`config.mk`:
```
export PLATFORM = sky130hd
export DESIGN_NAME = operand_issue_stage
export DESIGN_NICKNAME = d
export VERILOG_FILES = /design/src/rtl/operand_issue_stage.sv
export SDC_FILE = /design/constraint.sdc
export NUM_CORES = 1
export LEC_CHECK = 0
export BUFFER_PORTS_ARGS = -buffer_cell sky130_fd_sc_hd__buf_2
export CAP_MARGIN = 15
export CORE_UTILIZATION = 45
export DETAILED_ROUTE_END_ITERATION = 10
export GPL_ROUTABILITY_DRIVEN = 0
export PLACE_DENSITY = 0.67
export SYNTH_ARGS = -nofsm -noshare
export SYNTH_HDL_FRONTEND = slang
export SYNTH_SLANG_ARGS = --single-unit
```
`constraint.sdc`:
```
create_clock -name clk -period 1.86 [get_ports clk]
set_input_delay 0.186 -clock clk [delete_from_list [all_inputs] [get_ports clk]]
set_output_delay 0.186 -clock clk [all_outputs]
set_load 0.01 [all_outputs]
```
`src/rtl/operand_issue_stage.sv`:
```
// operand_issue_stage: 4x4-bit register file that decodes LDI/ADD/NOP/CLR and
// hands ADD operand pairs to an external adder, writing its result back.
module operand_issue_stage #(
  parameter int CNT_W = 8
) (
  input  logic             clk,
  input  logic             rst_n,
  input  logic             in_valid,
  input  logic [7:0]       in_data,
  output logic             in_ready,
  output logic             out_valid,
  output logic [3:0]       out_a,
  output logic [3:0]       out_b,
  input  logic             out_ready,
  input  logic             res_valid,
  input  logic [3:0]       res_data,
  input  logic [1:0]       dbg_sel,
  output logic [3:0]       dbg_data,
  output logic [CNT_W-1:0] issue_cnt
);
  typedef enum logic [1:0] {IDLE, ISSUE, WAIT_RES} state_t;
  state_t           state_q;
  logic [3:0]       rf_q [4];
  logic [3:0]       a_q, b_q;
  logic [1:0]       tag_q;
  logic [CNT_W-1:0] cnt_q;
  logic [1:0]       op, rd, rs1, rs2;
  logic [3:0]       imm;
  assign op  = in_data[7:6];
  assign rd  = in_data[5:4];
  assign rs1 = in_data[3:2];
  assign rs2 = in_data[1:0];
  assign imm = in_data[3:0];
  assign in_ready  = state_q == IDLE;
  assign out_valid = state_q == ISSUE;
  assign out_a     = out_valid ? a_q : 4'd0;
  assign out_b     = out_valid ? b_q : 4'd0;
  assign dbg_data  = rf_q[dbg_sel];
  assign issue_cnt = cnt_q;
  // Operands are captured at accept so write-back to rd cannot disturb them.
  always_ff @(posedge clk) begin
    if (!rst_n) begin
      state_q <= IDLE;
      rf_q    <= '{default: '0};
      a_q     <= '0;
      b_q     <= '0;
      tag_q   <= '0;
      cnt_q   <= '0;
    end else begin
      case (state_q)
        IDLE: if (in_valid) begin
          case (op)
            2'b00: rf_q[rd] <= imm;
            2'b01: begin
              a_q     <= rf_q[rs1];
              b_q     <= rf_q[rs2];
              tag_q   <= rd;
              state_q <= ISSUE;
            end
            2'b11: rf_q <= '{default: '0};
            default: ;
          endcase
        end
        ISSUE: if (out_ready) begin
          state_q <= WAIT_RES;
          cnt_q   <= cnt_q + CNT_W'(1);
        end
        WAIT_RES: if (res_valid) begin
          rf_q[tag_q] <= res_data;
          state_q     <= IDLE;
        end
        default: state_q <= IDLE;
      endcase
    end
  end
endmodule

```
==> results of run 1 <==
-- synthesized netlist by cell type --
cell type  count  area [µm²]
mux2i_1        1        10.0
mux4_2        12         270
nor3_1         5        25.0
a32o_1         1        10.0
nand4_1        4        25.0
buf_1          1        3.75
and3_4         3        33.8
nand2b_1       3        18.8
and2_4         1        8.76
ha_1           1        12.5
a211oi_2       5        62.6
and4b_1        1        10.0
a31oi_1       24         150
clkbuf_1      12        45.0
and2_1         9        56.3
o2111ai_1      4        35.0
or3_1          1        6.26
buf_2          4        20.0
and3b_1        1        8.76
a32oi_1        1        8.76
or3_4          3        33.8
dfxtp_1       36         721
o31ai_1        4        30.0
nor3_2         1        10.0
nor2b_1        3        18.8
o21ai_0        1        5.00
nand3_1        2        10.0
xnor2_1        2        17.5
mux2_2         1        11.3
a211oi_1       7        52.6
clkinv_1       1        3.75
a21oi_1       15        75.1
nor4b_1        4        35.0
nor2_2         1        6.26
o21a_1         1        7.51
buf_6          2        22.5
nand2_1       27         101
and2b_4        1        10.0
nand3b_1       5        37.5
xor2_1         6        52.6
and3_1         2        12.5
nor2_1        23        86.3
-- worst paths after layout --
path,startpoint,to,slack (ns),depth (start not counted)
setup reg to reg,state_q[1]$_SDFFE_PN0P_,rf_q[14]$_SDFFE_PN0P_,0.30,5
hold reg to reg,a_q[3]$_SDFFE_PN0P_,a_q[3]$_SDFFE_PN0P_,0.45,2
setup / recovery,state_q[1]$_SDFFE_PN0P_,out_b[2],0.26,5
hold / removal,rst_n,state_q[1]$_SDFFE_PN0P_,0.12,2
-- critical path: stages, from the launching register on --
cell,delay [ns]
dfxtp_1,0.44
buf_4,0.19
nor2b_1,0.06
buf_4,0.16
and2_1,0.15
buf_2,0.13
-- metrics by stage --
| stage | util | hold slack [ns] | worst slack (ns) | total power (W) | std cells |
|---|---|---|---|---|---|
| floorplan | - | 0.303 | 0.398 | 0.00102 | 242 |
| global placement | 0.534 | 0.429 | 0.366 | 0.00110 | 322 |
| finish | 0.554 | 0.122 | 0.257 | 0.00165 | 330 |
| detailed placement | 0.534 | 0.437 | 0.323 | 0.00110 | 322 |
| CTS | 0.554 | 0.124 | 0.263 | 0.00166 | 330 |
| global route | 0.554 | 0.125 | 0.155 | 0.00172 | 330 |
-- layer usage --
layer  routed length [µm]  track usage  vias to the layer above
met5                    0            0                        -
li1                     -            -                      984
met4                   46       0.0763                        0
met3                  448       0.0506                        5
met1                 2450        0.315                      912
met2                 2370        0.352                       71
-- sequential cells by signal (all words and copies together) (netlist names) --
name,cells
rf_q,16
issue_cnt,8
a_q,4
b_q,4
state_q,2
tag_q,2
-- layout by cell type (no fill, tap or decap), types with 2 or more instances in the layout --
| master | count |
|---|---|
| nand3_1 | 2 |
| a211oi_2 | 5 |
| a31oi_1 | 24 |
| clkbuf_8 | 5 |
| nand2b_1 | 3 |
| nand3b_1 | 5 |
| and2_1 | 9 |
| nor3_1 | 5 |
| mux4_2 | 12 |
| dfxtp_1 | 36 |
| buf_4 | 7 |
| nand2_1 | 27 |
| clkinv_2 | 2 |
| o2111ai_1 | 4 |
| nor4b_1 | 4 |
| a21oi_1 | 15 |
| nand4_1 | 4 |
| and3_4 | 3 |
| buf_2 | 40 |
| a211oi_1 | 7 |
| or3_4 | 3 |
| nor2b_1 | 3 |
| o31ai_1 | 4 |
| xnor2_1 | 2 |
| nor2_1 | 23 |
| and3_1 | 2 |
| xor2_1 | 6 |
-- cells by family (layout without fill, tap and decap cells) --
| family | Yosys count | after routing | synth area share |
|---|---|---|---|
| compound gates | 63 | 63 | 0.200 |
| xor+xnor | 8 | 8 | 0.0321 |
| fa+ha+maj | 1 | 1 | 0.00574 |
| buf+inv | 20 | 56 | 0.0436 |
| flops | 36 | 36 | 0.330 |
| mux | 14 | 14 | 0.134 |
| simple gates | 100 | 100 | 0.254 |
-- area by class of cell --
cell class / instances / area (µm²) / area share
inverters: 1 / 3.75 / 0.00150
repair buffers: 47 / 253 / 0.101
flip-flops and latches: 36 / 721 / 0.289
multi-input cells: 186 / 1370 / 0.547
clock inverters: 3 / 18.8 / 0.00752
clock buffers: 5 / 68.8 / 0.0276
well taps: 52 / 65.1 / 0.0261
-- power groups by stage --
stage	sequential (W)	clock (W)	combinational [W]
after floorplan	0.000826	0	0.000196
after global placement	0.000839	0	0.000259
after detailed placement	0.000839	0	0.000261
after CTS	0.000821	0.000577	0.000262
after global routing	0.000825	0.000609	0.000288
final	0.000821	0.000563	0.000264
==> impl_metrics.tcl, run 1 <==
set metrics [dict create \
    slew_headroom 0.486 \
    final.min_clock_period_ns 1.60 \
    drive_gt1_frac 0.299 \
    tritoncts "done" \
    routedWlPerCell_um 16.1 \
    gr-total-overflow 0 \
    rsz0062_at_grt "no" \
    cts_max_level 2 \
    start_util 0.484 \
    finalClockSkew_ns 0.00695 \
    clockPowerShare 0.342 \
    worstPathRequired_ns 1.67 \
    hold_class "in2reg" \
    ys_warn_count 0 \
    synthToLayoutAreaGrowth_pct 14.4 \
    end_kind "primary output" \
    worstSetupStartpointType "flop" \
    coreArea_um2 4500 \
    die_h_um 71.6 \
    critPathArrivalTime_ns 1.42 \
    ioPinCount 41 \
    antenna_found_initial 0 \
    worst_slew_pin_slew_ns 0.766 \
    fp.dieW_um 71.6 \
    dp_hpwl_um 3970 \
    dpl-instance-area_um2 2410 \
    nNetsFinal 297 \
    seq_area_frac_synth 0.330 \
    drc 0 \
    wl_um 5320 \
    cts_max_path_buffers 2 \
    sw_frac_of_total 0.286 \
    synth.distinct_cells 42 \
    dr_total_vias 1972 \
    final-hold-violation-count 0 \
    dieArea_um2 5130 \
    cap_violations 0 \
    maxSlewViolCount 0 \
    max_freq_mhz 624 \
    ys_seq_elements 36 \
    crit_fanout 9 \
    postCtsSetupBuffers 0 \
    grt_pass1_wl_um 8930 \
    grt_max_degree 27 \
    sequentialPowerShare 0.498 \
    syn-cell-area_um2 2180 \
    power_density_nw_per_um2 661 \
    fill_cells 440 \
    ir_worst_vdd_v 0.000376 \
    setup.worst_path.class "reg2out" \
    drtAntennaViolNets 0 \
    combinationalPowerShare 0.160 \
    internal_power_w 0.00118 \
    holdBufCountCts 0 \
    dr.pass1.iters 4 \
    power_switching_w 0.000472 \
    fp-row-count 24 \
    track_usage 0.227 \
    first_global_vias 1785 \
    cts.repair.resized 0 \
    synth_nets 262 \
    cts_buffers 5 \
    numClockSinks 36 \
    root_buffer "clkbuf_8" \
    leakage_nw 0.915 \
    tns_ns 0 \
    outcome "completed" \
    avgViaCountPerCell 5.98 \
    postLayoutCellArea_um2 2490 \
    synthCells 242 \
    setup_viol 0 \
    syn_area_per_cell_um2 9.01 \
    n_antenna_cell 0 \
    worstSkewPairLatency_ns 0.30 \
    fin_crit_sh 0.862 \
    first_iter_violations 98 \
    clk_pin_slew_ns 0.08 \
    port_buffers 40 \
]
Power figures use the tool's default switching activity.
==> run 2, diff against run 1 <==
--- a/config.mk
+++ b/config.mk
@@ -5,12 +5,12 @@
 export SDC_FILE = /design/constraint.sdc
 export NUM_CORES = 1
 export LEC_CHECK = 0
-export BUFFER_PORTS_ARGS = -buffer_cell sky130_fd_sc_hd__buf_2
+export BUFFER_PORTS_ARGS = -buffer_cell sky130_fd_sc_hd__clkbuf_2
 export CAP_MARGIN = 15
 export CORE_UTILIZATION = 45
 export DETAILED_ROUTE_END_ITERATION = 10
 export GPL_ROUTABILITY_DRIVEN = 0
-export PLACE_DENSITY = 0.67
+export PLACE_DENSITY = 0.69
 export SYNTH_ARGS = -nofsm -noshare
 export SYNTH_HDL_FRONTEND = slang
 export SYNTH_SLANG_ARGS = --single-unit
==> constraint.sdc (replaced) <==
create_clock -name clk -period 1.4 [get_ports clk]
set_input_delay 0.14 -clock clk [delete_from_list [all_inputs] [get_ports clk]]
set_output_delay 0.14 -clock clk [all_outputs]
set_load 0.01 [all_outputs]
==> run 2 against run 1 <==
  * The run now ends with setup timing left
  * Routed wire length increased by 16%
  * Setup slack got worse by 0.33 ns
  * Hold slack lost 0.078 ns
  * Global-route usage grew 3.0 points
  * Non-clock buffer count increased by 14
  * Register-to-register slack got worse by 0.37 ns
  * Sequential power rose by 34%
  * Die area did not move
  * Critical path depth fell by 1
  * Largest cell class unchanged
  * Highest routed layer unchanged
==> impl_metrics.tcl, run 2 (same netlist as run 1, synthesis figures left out) <==
set metrics [dict create \
    largest_reg_flops 16 \
    tritoncts "done" \
    crit_fanout 6 \
    layout_commonest_cell "clkbuf_2" \
    hold_class "in2reg" \
    nNetsFinal 312 \
    rsz0062_at_grt "yes" \
    n_antenna_cell 0 \
    avgViaCountPerCell 6.29 \
    grt_pass1_wl_um 10100 \
    antenna_found_initial 0 \
    critPathArrivalTime_ns 1.69 \
    cap_violations 0 \
    drive_gt1_frac 0.457 \
    track_usage 0.257 \
    grt_max_degree 36 \
    drc 0 \
    slew_headroom 0.738 \
    cts_max_level 2 \
    finalWorstSetupSlack_ns -0.0708 \
    finalClockSkew_ns 0.00764 \
    fin_crit_sh 1.05 \
    fp.dieW_um 71.6 \
    fp-row-count 24 \
    final-hold-violation-count 0 \
    mostFrequentLayoutCells "32 x clkbuf_2, 27 x nand2_1, 24 x a31oi_1" \
    port_buffers 40 \
    cts_buffers 5 \
    worst_slew_pin_slew_ns 0.391 \
    numClockSinks 36 \
    cpPeakStageDelay_ns 0.40 \
    first_iter_violations 145 \
    gr-total-overflow 0 \
    max_freq_mhz 680 \
    dr.pass1.iters 5 \
    cpMaxStageDelayCell "or3_4" \
    end_kind "flop" \
    routedWlPerCell_um 17.9 \
    power_density_nw_per_um2 873 \
    start_util 0.484 \
    setup.worst_path.class "reg2reg" \
    tns_ns -0.944 \
    violations "setup timing" \
    dp_hpwl_um 4080 \
    cts_max_path_buffers 2 \
    wl_um 6180 \
    timing.hold.ws_ns 0.0434 \
    startpoint "state_q[0]$_SDFFE_PN0P_" \
    worstPathRequired_ns 1.62 \
    path_cells "and2b_4 > or3_4 > and3_4 > a211oi_2" \
    ioPinCount 41 \
    ir_worst_vdd_v 0.000560 \
    coreArea_um2 4500 \
    largest-register "rf_q" \
    holdBufCountCts 0 \
    worstSkewPairLatency_ns 0.30 \
    setup_viol 21 \
    synthToLayoutAreaGrowth_pct 29.4 \
    die_h_um 71.6 \
    outcome "complete, but fails checks" \
    first_global_vias 1999 \
    leakage_nw 1.04 \
    maxSlewViolCount 0 \
    hp-start "rst_n" \
    clk_pin_slew_ns 0.08 \
    root_buffer "clkbuf_8" \
    dr_total_vias 2171 \
    worstReg2RegStart "state_q[0]$_SDFFE_PN0P_" \
    worstSetupStartpointType "flop" \
    drtAntennaViolNets 0 \
    dieArea_um2 5130 \
    final.min_clock_period_ns 1.47 \
]
-- run 2: stage by stage --
| stage | utilization | std cells | total power (W) | setup WS, ns | cell area (µm²) |
|---|---|---|---|---|---|
| 2_1_floorplan | - | 242 | 0.00136 | 0.00263 | 2190 |
| 3_3_place_gp | 0.559 | 333 | 0.00149 | -0.0150 | 2520 |
| 3_5_place_dp | 0.559 | 333 | 0.00150 | -0.0485 | 2520 |
| 4_1_cts | 0.605 | 345 | 0.00242 | -0.0356 | 2730 |
| 5_1_grt | 0.627 | 345 | 0.00256 | -0.118 | 2820 |
| 6_report | 0.627 | 345 | 0.00246 | -0.0708 | 2820 |
-- run 2: area by class of cell --
class	instances	area, µm²
sequential	36	741
multi-input combinational	187	1510
clock inverter	2	35.0
inverter	1	3.75
fill	384	1680
tap	52	65.1
timing repair buffer	61	395
clock buffer	6	72.6
-- run 2: worst paths after layout --
kind / endpoint / slack [ns] / cells after the start
worst max-delay path: rf_q[14]$_SDFFE_PN0P_ / -0.07 / 4
worst min-delay path: state_q[1]$_SDFFE_PN0P_ / 0.04 / 2
worst max register to register: rf_q[14]$_SDFFE_PN0P_ / -0.07 / 4
worst min register to register: a_q[3]$_SDFFE_PN0P_ / 0.45 / 2
-- run 2: layer usage --
metal	up-vias	wire length, µm	track usage	share of wire
met3	16	566	0.0745	0.092
met4	0	130	0.0806	0.021
met5	-	0	0	0
li1	1011	-	-	-
met1	1011	2630	0.341	0.42
met2	133	2860	0.405	0.46
-- run 2: power by group --
group	total, W	switching (W)	internal, W
combinational	0.000440	0.000231	0.000209
sequential	0.00110	0.0000375	0.00106
clock	0.000929	0.000400	0.000529
total	0.00246	0.000669	0.00180
-- run 2: critical path: cells and delay by family, from the launching register on --
family	cells	cell delay, ns
compound gates	1	0.18
flops	1	0.37
simple gates	3	0.83
-- run 2: timing repair --
item,in CTS,in global routing
gates resized for setup,19,36
gates cloned,2,0
pin swaps,4,9
setup buffers,2,0
endpoints found under the setup margin,26,41
